--- src/rtl/rgb888_raw8_if.sv ---
// Stream bundle for the RGB888 -> Bayer RAW8 re-mosaic stage.
// The master drives the per_* pixel stream and the slave returns the post_* stream.
interface rgb888_raw8_if;
  logic       per_frame_vsync;
  logic       per_frame_href;
  logic [7:0] per_img_red;
  logic [7:0] per_img_green;
  logic [7:0] per_img_blue;
  logic       post_frame_vsync;
  logic       post_frame_href;
  logic [7:0] post_img_RAW;
  logic       post_line_err;
  logic       post_frame_err;

  modport master (
    output per_frame_vsync, per_frame_href, per_img_red, per_img_green, per_img_blue,
    input  post_frame_vsync, post_frame_href, post_img_RAW, post_line_err, post_frame_err
  );

  modport slave (
    input  per_frame_vsync, per_frame_href, per_img_red, per_img_green, per_img_blue,
    output post_frame_vsync, post_frame_href, post_img_RAW, post_line_err, post_frame_err
  );
endinterface

--- src/rtl/rgb888_raw8.sv ---
// Re-mosaics RGB888 into a Bayer RAW8 stream with one cycle of latency and
// flags line-length / frame-height mismatches against the configured geometry.
module rgb888_raw8 #(
  parameter logic [10:0] IMG_HDISP     = 11'd640,
  parameter logic [10:0] IMG_VDISP     = 11'd480,
  parameter logic [1:0]  BAYER_PATTERN = 2'd0
) (
  input  logic          clk,
  input  logic          rst_n,
  rgb888_raw8_if.slave  bus
);

  logic        href_q, href_d;
  logic        vsync_q, vsync_d;
  logic [10:0] pix_cnt_q, pix_cnt_d;
  logic [10:0] line_cnt_q, line_cnt_d;
  logic [10:0] lines_seen_q, lines_seen_d;
  logic [10:0] lines_eff;
  logic        line_arm_q, line_arm_d;
  logic        frame_arm_q, frame_arm_d;
  logic [7:0]  raw_q, raw_d;
  logic        line_err_q, line_err_d;
  logic        frame_err_q, frame_err_d;
  logic        href_fall, vsync_fall;
  logic [1:0]  site;

  always_comb begin
    href_d      = bus.per_frame_href;
    vsync_d     = bus.per_frame_vsync;
    href_fall   = href_q & ~bus.per_frame_href;
    vsync_fall  = vsync_q & ~bus.per_frame_vsync;

    pix_cnt_d = '0;
    if (bus.per_frame_href)
      pix_cnt_d = (pix_cnt_q == 11'h7FF) ? pix_cnt_q : pix_cnt_q + 11'd1;

    line_cnt_d = '0;
    if (bus.per_frame_vsync) begin
      line_cnt_d = line_cnt_q;
      if (href_fall)
        line_cnt_d = (line_cnt_q == IMG_VDISP - 11'd1) ? '0 : line_cnt_q + 11'd1;
    end

    // A line ending together with the frame is counted before the height check.
    lines_eff = lines_seen_q;
    if (href_fall && vsync_q && lines_seen_q != 11'h7FF)
      lines_eff = lines_seen_q + 11'd1;
    lines_seen_d = vsync_fall ? '0 : lines_eff;

    // Arm flags stay low until the input was seen idle, so a line or frame
    // already in flight when reset releases is never judged.
    line_arm_d  = line_arm_q  | ~bus.per_frame_href;
    frame_arm_d = frame_arm_q | ~bus.per_frame_vsync;

    line_err_d  = href_fall && line_arm_q && (pix_cnt_q != IMG_HDISP);
    frame_err_d = vsync_fall && frame_arm_q && (lines_eff != IMG_VDISP);

    site  = {line_cnt_q[0], pix_cnt_q[0]} ^ BAYER_PATTERN;
    raw_d = '0;
    if (bus.per_frame_href) begin
      unique case (site)
        2'b01:   raw_d = bus.per_img_red;
        2'b10:   raw_d = bus.per_img_blue;
        default: raw_d = bus.per_img_green;
      endcase
    end
  end

  always_ff @(posedge clk or negedge rst_n) begin
    if (!rst_n) begin
      href_q       <= 1'b0;
      vsync_q      <= 1'b0;
      pix_cnt_q    <= '0;
      line_cnt_q   <= '0;
      lines_seen_q <= '0;
      line_arm_q   <= 1'b0;
      frame_arm_q  <= 1'b0;
      raw_q        <= '0;
      line_err_q   <= 1'b0;
      frame_err_q  <= 1'b0;
    end else begin
      href_q       <= href_d;
      vsync_q      <= vsync_d;
      pix_cnt_q    <= pix_cnt_d;
      line_cnt_q   <= line_cnt_d;
      lines_seen_q <= lines_seen_d;
      line_arm_q   <= line_arm_d;
      frame_arm_q  <= frame_arm_d;
      raw_q        <= raw_d;
      line_err_q   <= line_err_d;
      frame_err_q  <= frame_err_d;
    end
  end

  assign bus.post_frame_vsync = vsync_q;
  assign bus.post_frame_href  = href_q;
  assign bus.post_img_RAW     = raw_q;
  assign bus.post_line_err    = line_err_q;
  assign bus.post_frame_err   = frame_err_q;

endmodule

--- src/flat_wrapper.sv ---
// flat-port wrapper written by rule: the top's interface ports become plain ports
module rgb888_raw8_flat 
#(
  parameter logic [10:0] IMG_HDISP     = 11'd640,
  parameter logic [10:0] IMG_VDISP     = 11'd480,
  parameter logic [1:0]  BAYER_PATTERN = 2'd0
)
  (clk, rst_n, bus_per_frame_vsync, bus_per_frame_href, bus_per_img_red, bus_per_img_green, bus_per_img_blue, bus_post_frame_vsync, bus_post_frame_href, bus_post_img_RAW, bus_post_line_err, bus_post_frame_err);
  rgb888_raw8_if bus_i ();
  input  logic clk;
  input  logic rst_n;
  input wire logic [$bits(bus_i.per_frame_vsync)-1:0] bus_per_frame_vsync;
  input wire logic [$bits(bus_i.per_frame_href)-1:0] bus_per_frame_href;
  input wire logic [$bits(bus_i.per_img_red)-1:0] bus_per_img_red;
  input wire logic [$bits(bus_i.per_img_green)-1:0] bus_per_img_green;
  input wire logic [$bits(bus_i.per_img_blue)-1:0] bus_per_img_blue;
  output wire logic [$bits(bus_i.post_frame_vsync)-1:0] bus_post_frame_vsync;
  output wire logic [$bits(bus_i.post_frame_href)-1:0] bus_post_frame_href;
  output wire logic [$bits(bus_i.post_img_RAW)-1:0] bus_post_img_RAW;
  output wire logic [$bits(bus_i.post_line_err)-1:0] bus_post_line_err;
  output wire logic [$bits(bus_i.post_frame_err)-1:0] bus_post_frame_err;
  assign bus_i.per_frame_vsync = bus_per_frame_vsync;
  assign bus_i.per_frame_href = bus_per_frame_href;
  assign bus_i.per_img_red = bus_per_img_red;
  assign bus_i.per_img_green = bus_per_img_green;
  assign bus_i.per_img_blue = bus_per_img_blue;
  assign bus_post_frame_vsync = bus_i.post_frame_vsync;
  assign bus_post_frame_href = bus_i.post_frame_href;
  assign bus_post_img_RAW = bus_i.post_img_RAW;
  assign bus_post_line_err = bus_i.post_line_err;
  assign bus_post_frame_err = bus_i.post_frame_err;
  rgb888_raw8 #(.IMG_HDISP(IMG_HDISP), .IMG_VDISP(IMG_VDISP), .BAYER_PATTERN(BAYER_PATTERN)) u_core (.clk(clk), .rst_n(rst_n), .bus(bus_i));
endmodule
--- config.mk ---
export PLATFORM = sky130hd
export DESIGN_NAME = rgb888_raw8_flat
export DESIGN_NICKNAME = d
export VERILOG_FILES = /design/src/rtl/rgb888_raw8_if.sv /design/src/rtl/rgb888_raw8.sv /design/src/flat_wrapper.sv
export SDC_FILE = /design/constraint.sdc
export NUM_CORES = 1
export LEC_CHECK = 0
export ABC_AREA = 1
export CAP_MARGIN = 20
export CORE_MARGIN = 3
export CORE_UTILIZATION = 48
export CTS_BUF_LIST = sky130_fd_sc_hd__clkbuf_8 sky130_fd_sc_hd__clkbuf_16
export CTS_CLUSTER_SIZE = 12
export DETAILED_ROUTE_END_ITERATION = 10
export PLACE_DENSITY = 0.75
export SYNTH_ARGS = -nofsm -noshare
export SYNTH_HDL_FRONTEND = slang
export SYNTH_SLANG_ARGS = --single-unit
--- constraint.sdc ---
create_clock -name clk -period 1.59 [get_ports clk]
set_input_delay 0.3975 -clock clk [delete_from_list [all_inputs] [get_ports clk]]
set_output_delay 0.3975 -clock clk [all_outputs]
set_load 0.02 [all_outputs]
# Word level (Yosys, flattened, before mapping)
# Index checks and enable logic that the tools add are counted.
[classes]
reduce_logical = 6
n_eq_ne = 9
addsub = 3
bitwise = 6
mux = 9
[ops]
columns = ["op", "count"]
rows = [
  ["2-to-1 mux 11 bit", 7],
  ["adder 11 x 1 -> 11 bit, second input constant", 3],
  ["one-hot mux 8 bit (2 select lines)", 1],
  ["equality test 11 bit, second input constant", 1],
  ["equality test 11 x 9 -> 1 bit, second input constant", 1],
  ["!= test 11 x 10 -> 1 bit, second input constant", 1],
  ["!= test 11 bit, second input constant", 1],
  ["!= test 11 x 9 -> 1 bit, second input constant", 1],
  ["2-to-1 mux 8 bit", 1],
  ["logical AND 1 bit", 6],
  ["bitwise AND 1 bit", 2],
  ["equality test 2 x 1 -> 1 bit, second input constant", 1],
  ["equality test 2 bit, second input constant", 1],
  ["!= test 2 x 1 -> 1 bit, second input constant", 1],
  ["!= test 2 bit, second input constant", 1],
  ["NOT 1 bit", 2],
  ["bitwise OR 1 bit", 2],
]
[totals]
register_bits = 47
inputBits = 28
word_cells = 43
output_inout_bits = 12

# Longest topological paths before layout
[logic_depth]
depth_word = 7
depth_mapped = 12
ltp_nobuf = 12

# Worst setup path before layout
# OpenSTA, ideal clock, no wires.
[synth_path]
kind = "register -> register"
from = "register u_core.lines_seen_q[0]"
to = "register u_core.frame_err_q, in the netlist u_core.bus.post_frame_err"
stages_incl_launch_ff = 13
slack_ns = 0.074
t_arrival_ns = 1.400
t_required_ns = 1.475
synth_period_minus_slack_ns = 1.516
path_buffers = 1
setup_time_ns = 0.115
path_cell_list = "dfrtp_1 > ha_1 > inv_1 > nor2_2 > nand3_4 > buf_6 > nand3_1 > nand2_1 > nand2_1 > nor2_1 > nand2_1 > nor2_1 > nor2_1"
[synth_between]
elab_chain_cells = 5
word_cells_on_any_way = 6
cone_classes = "add/sub: 1; eq/ne: 2; mux: 1; reduce/logical: 2"
[synth_rtl]
columns = ["item", "line_no", "rtl"]
rows = [
  ["from (decl)", "rgb888_raw8.sv:17", "logic [10:0] lines_seen_q, lines_seen_d;"],
  ["from (signal assigned)", "rgb888_raw8.sv:86", "lines_seen_q <= lines_seen_d;"],
  ["branches (longest 2 deep; another with adder 11 x 1 -> 11 bit)", "-", ""],
  ["2-to-1 mux 11 bit (*)", "rgb888_raw8.sv:46", "if (href_fall && vsync_q && lines_seen_q != 11'h7FF)"],
  ["!= test 11 x 9 -> 1 bit (*)", "rgb888_raw8.sv:56", "frame_err_d = vsync_fall && frame_arm_q && (lines_eff != IMG_VDISP);"],
  ["logical AND 1 bit (*)", "rgb888_raw8.sv:56", ""],
  ["named net u_core.frame_err_d", "rgb888_raw8.sv:23", "logic frame_err_q, frame_err_d;"],
  ["to (signal assigned)", "rgb888_raw8.sv:91", "frame_err_q <= frame_err_d;"],
  ["to (decl)", "rgb888_raw8.sv:23", ""],
]
# Mark *: on every way through the listed nets, which the timed path passes.
# A chain may end at the register's enable or synchronous reset.

# Worst setup path after layout
# Same ends and word-level chain as after synthesis.

==> key figures <==
STA
  – Final worst slack: -3.53 ps
  – Fin. Hold Viols: 0
  – Max-slew headroom: 79.6%
  – Final period util: 100%
  – Final min period: 1590 ps
  – Worst Tran Pin Value: 303 ps
  – RSZ-0062 raised after global routing: yes
  – Final setup fails: 1
  – Clock Skews: 2.85 ps
  – Final Slew Violations: 0
  – Setup TNS: -3.53 ps
  – Max Freq: 628 MHz

Layout
  – Final Cell Area: 3690 µm²
  – Layout Utilization: 74.7%
  – Area grow syn2layout: 43.9%
  – NumNets Final: 450
  – Ratio of cells with drive above 1 in the final layout: 28.3%
  – Inserted Diodes: 0
  – # fillers: 370

Power and ir drop
  – Maximum VDD drop: 603 µV
  – Leak pwr: 1.71 nW
  – PD cells: 663 nW/µm²
  – Pwr Total: 2.45 mW

Critical path
  – Top cell by count, worst path: nor2_1
  – Worst reg2reg endpoint: u_core.bus.post_frame_err
  – CP max-delay cell: dfrtp_1
  – Crit path buf inv count: 2
  – Worst path cell trace: ha_2 -> inv_2 -> nor2_4 -> nand3_4 -> nand2_4 -> buf_4 -> nand2_1 -> nand2_1 -> nor2_1 -> nand3_1 -> nor2_1 -> nor2_1
  – WS Path Type: reg -> reg
  – Critical path launch point type: flip-flop
  – Max incr delay on CP: 400 ps
  – CP Data Required Time: 1790 ps
  – Crit path from: u_core.lines_seen_q[0]
  – Reg2reg path depth: 12
  – Worst Path Max Fanout: 7
  – CP arrival: 1790 ps
  – Worst path top cell family by delay: simple AND/OR/NAND/NOR gates
  – CP endpoint kind: flip-flop
  – Setup slack, reg-to-reg: -4 ps
  – Worst r2r src: u_core.lines_seen_q[0]

Clocking
  – CTS Buf Count: 5
  – Htree depth: 2
  – CTS max path bufs: 2
  – Clock sinks: 47
  – Hold buffers post-CTS: 0
  – Worst skew pair latency: 300 ps
  – Clock transition at path regs: 90 ps
  – Root buffer cell: clkbuf_8
  – CTS tree: yes

Logic synthesis
  – Post-synth ARST share: 100%
  – Avg Inst Size Synth: 7.94 µm²
  – Post-synth EDFFs: 0
  – Netlist cell types: 35
  – Post-synthesis cell area: 2570 µm²
  – Syn Inst Count: 323
  – Primary FF master, synth: dfrtp_1
  – Seq/Total Area, Yosys: 45.8%
  – Syn. warnings: 0
  – Net count after synthesis: 357
  – Flop and latch count out of synthesis: 47

Floorplan
  – Area of the core: 4940 µm²
  – Initial Utilization: 51.9%
  – # rows: 25
  – # IOs: 40
  – Chip height: 79.1 µm
  – Die X: 79.1 µm
  – Die Area: 6260 µm²

GRT
  – Antenna violations before repair: 0
  – GR Overflow Total: 0
  – First-pass GRT wire length: 10600 µm
  – Gr usage total: 21.3%
  – Pin count of the biggest net entering global routing: 48
  – Vias in the first global route: 2403

Status
  – Status: complete, but fails checks
  – Failing checks: negative setup slack

Place
  – Detailed placement HPWL: 4590 µm
  – Worst slack, placed: -355 ps
  – Port bufs: 39
  – RD Place Congestion: 0.937
  – DP Area: 3340 µm²

Detailed routing
  – Per-cell routed wire length: 13.8 µm
  – TritonRoute pass-1 iters: 4
  – DRT iter0 DRCs: 165
  – Via density: 5.26
  – Vias: 2548
  – DRC Markers: 0
  – Antenna-violating nets left: 0
  – Total Routed Length: 6660 µm

Worst hold path
  – HP Class: in -> async

Flow run
  – Max-cap violations: 0
layer usage:
layer	track usage, %	vias up	wire (µm)
met1	26.0	1216	2800
met5	0	-	0
met2	38.3	71	3430
li1	-	1248	-
met4	5.33	0	93
met3	4.08	13	334
where the power goes:
part	leakage (nW)	switching (mW)	internal (mW)
clock	0.0505	0.403	0.297
combinational	1.04	0.258	0.223
sequential	0.620	0.0264	1.24
layout by cell type (no fill, tap or decap), types with 3 or more instances in the layout:
master and n:
nand4_1 7, clkdlybuf4s50_1 25, nand2_1 63, dfrtp_1 44
dfrtp_2 3, buf_4 49, nand3_4 3, o21ai_0 16
nand3_2 7, nor2_4 8, xor2_1 3, nand2_2 5
nand3_1 13, a21oi_1 29, o21ai_1 3, buf_6 3
inv_1 35, clkbuf_8 5, inv_2 11, nor3_1 6
dlygate4sd2_1 12, ha_2 3, a31oi_1 3, nor3_4 3
nor2_1 27
kinds of logic (layout without fill, tap and decap cells):
group	after synthesis	after routing	synth area share (%)
buffers and inverters	50	144	7.61
AND/OR/NAND/NOR	154	154	29.0
XOR/XNOR	6	6	2.05
AO/OA/AOI/OAI	60	60	12.6
adder cells (fa/ha/maj)	6	6	2.93
flip-flops	47	47	45.8
worst max path at each step:
stage                                end  slack [ps]  depth (start not counted)
2_1_floorplan  u_core.bus.post_frame_err          70                         12
3_3_place_gp   u_core.bus.post_frame_err        -280                         11
3_5_place_dp   u_core.bus.post_frame_err        -360                          9
4_1_cts        u_core.bus.post_frame_err          -6                         12
5_1_grt              u_core.pix_cnt_q[0]        -100                          8
6_report       u_core.bus.post_frame_err          -4                         12
cells in the mapped netlist, drive strengths merged (4+ instances only):
library cell | number | share of area [%]
nor3 | 10 | 2.6
ha | 6 | 2.9
a21oi | 30 | 5.9
xor2 | 4 | 1.4
o21ai | 20 | 4.0
inv | 44 | 6.4
nand4 | 7 | 1.7
nor2 | 38 | 6.8
dfrtp | 47 | 46
nor4 | 4 | 1.2
nand2 | 70 | 10
nand3 | 23 | 5.8
registers in the layout (all words and copies together), names as in the netlist:
register,flops
u_core.bus.post_frame_vsync,1
u_core.frame_arm_q,1
u_core.bus.post_img_RAW,8
u_core.line_cnt_q,11
u_core.lines_seen_q,11
u_core.bus.post_frame_href,1
u_core.bus.post_line_err,1
u_core.line_arm_q,1
u_core.pix_cnt_q,11
u_core.bus.post_frame_err,1
cell type report:
type                       count  area, µm²  area share, %
inverter                      44        165           4.47
sequential                    47       1180           31.9
multi-input combinational    226       1390           37.6
clock buffer                   5       68.8           1.86
timing repair buffer          92        795           21.5
tap                           67       83.8           2.27
clock inverter                 3       12.5          0.339
stage by stage:
stage	hold WS, ps	instances
after floorplan	102	323
after global placement	399	466
after detailed placement	399	466
after CTS	77.9	478
after global routing	98.6	484
final	59.8	484
what timing repair did:
item,4_1_cts,5_1_grt
buffers inserted,4,6
pin swaps,10,18
endpoints found under the setup margin,17,22
gates resized for setup,24,42
Note: power is estimated with default switching activity, not from simulation.
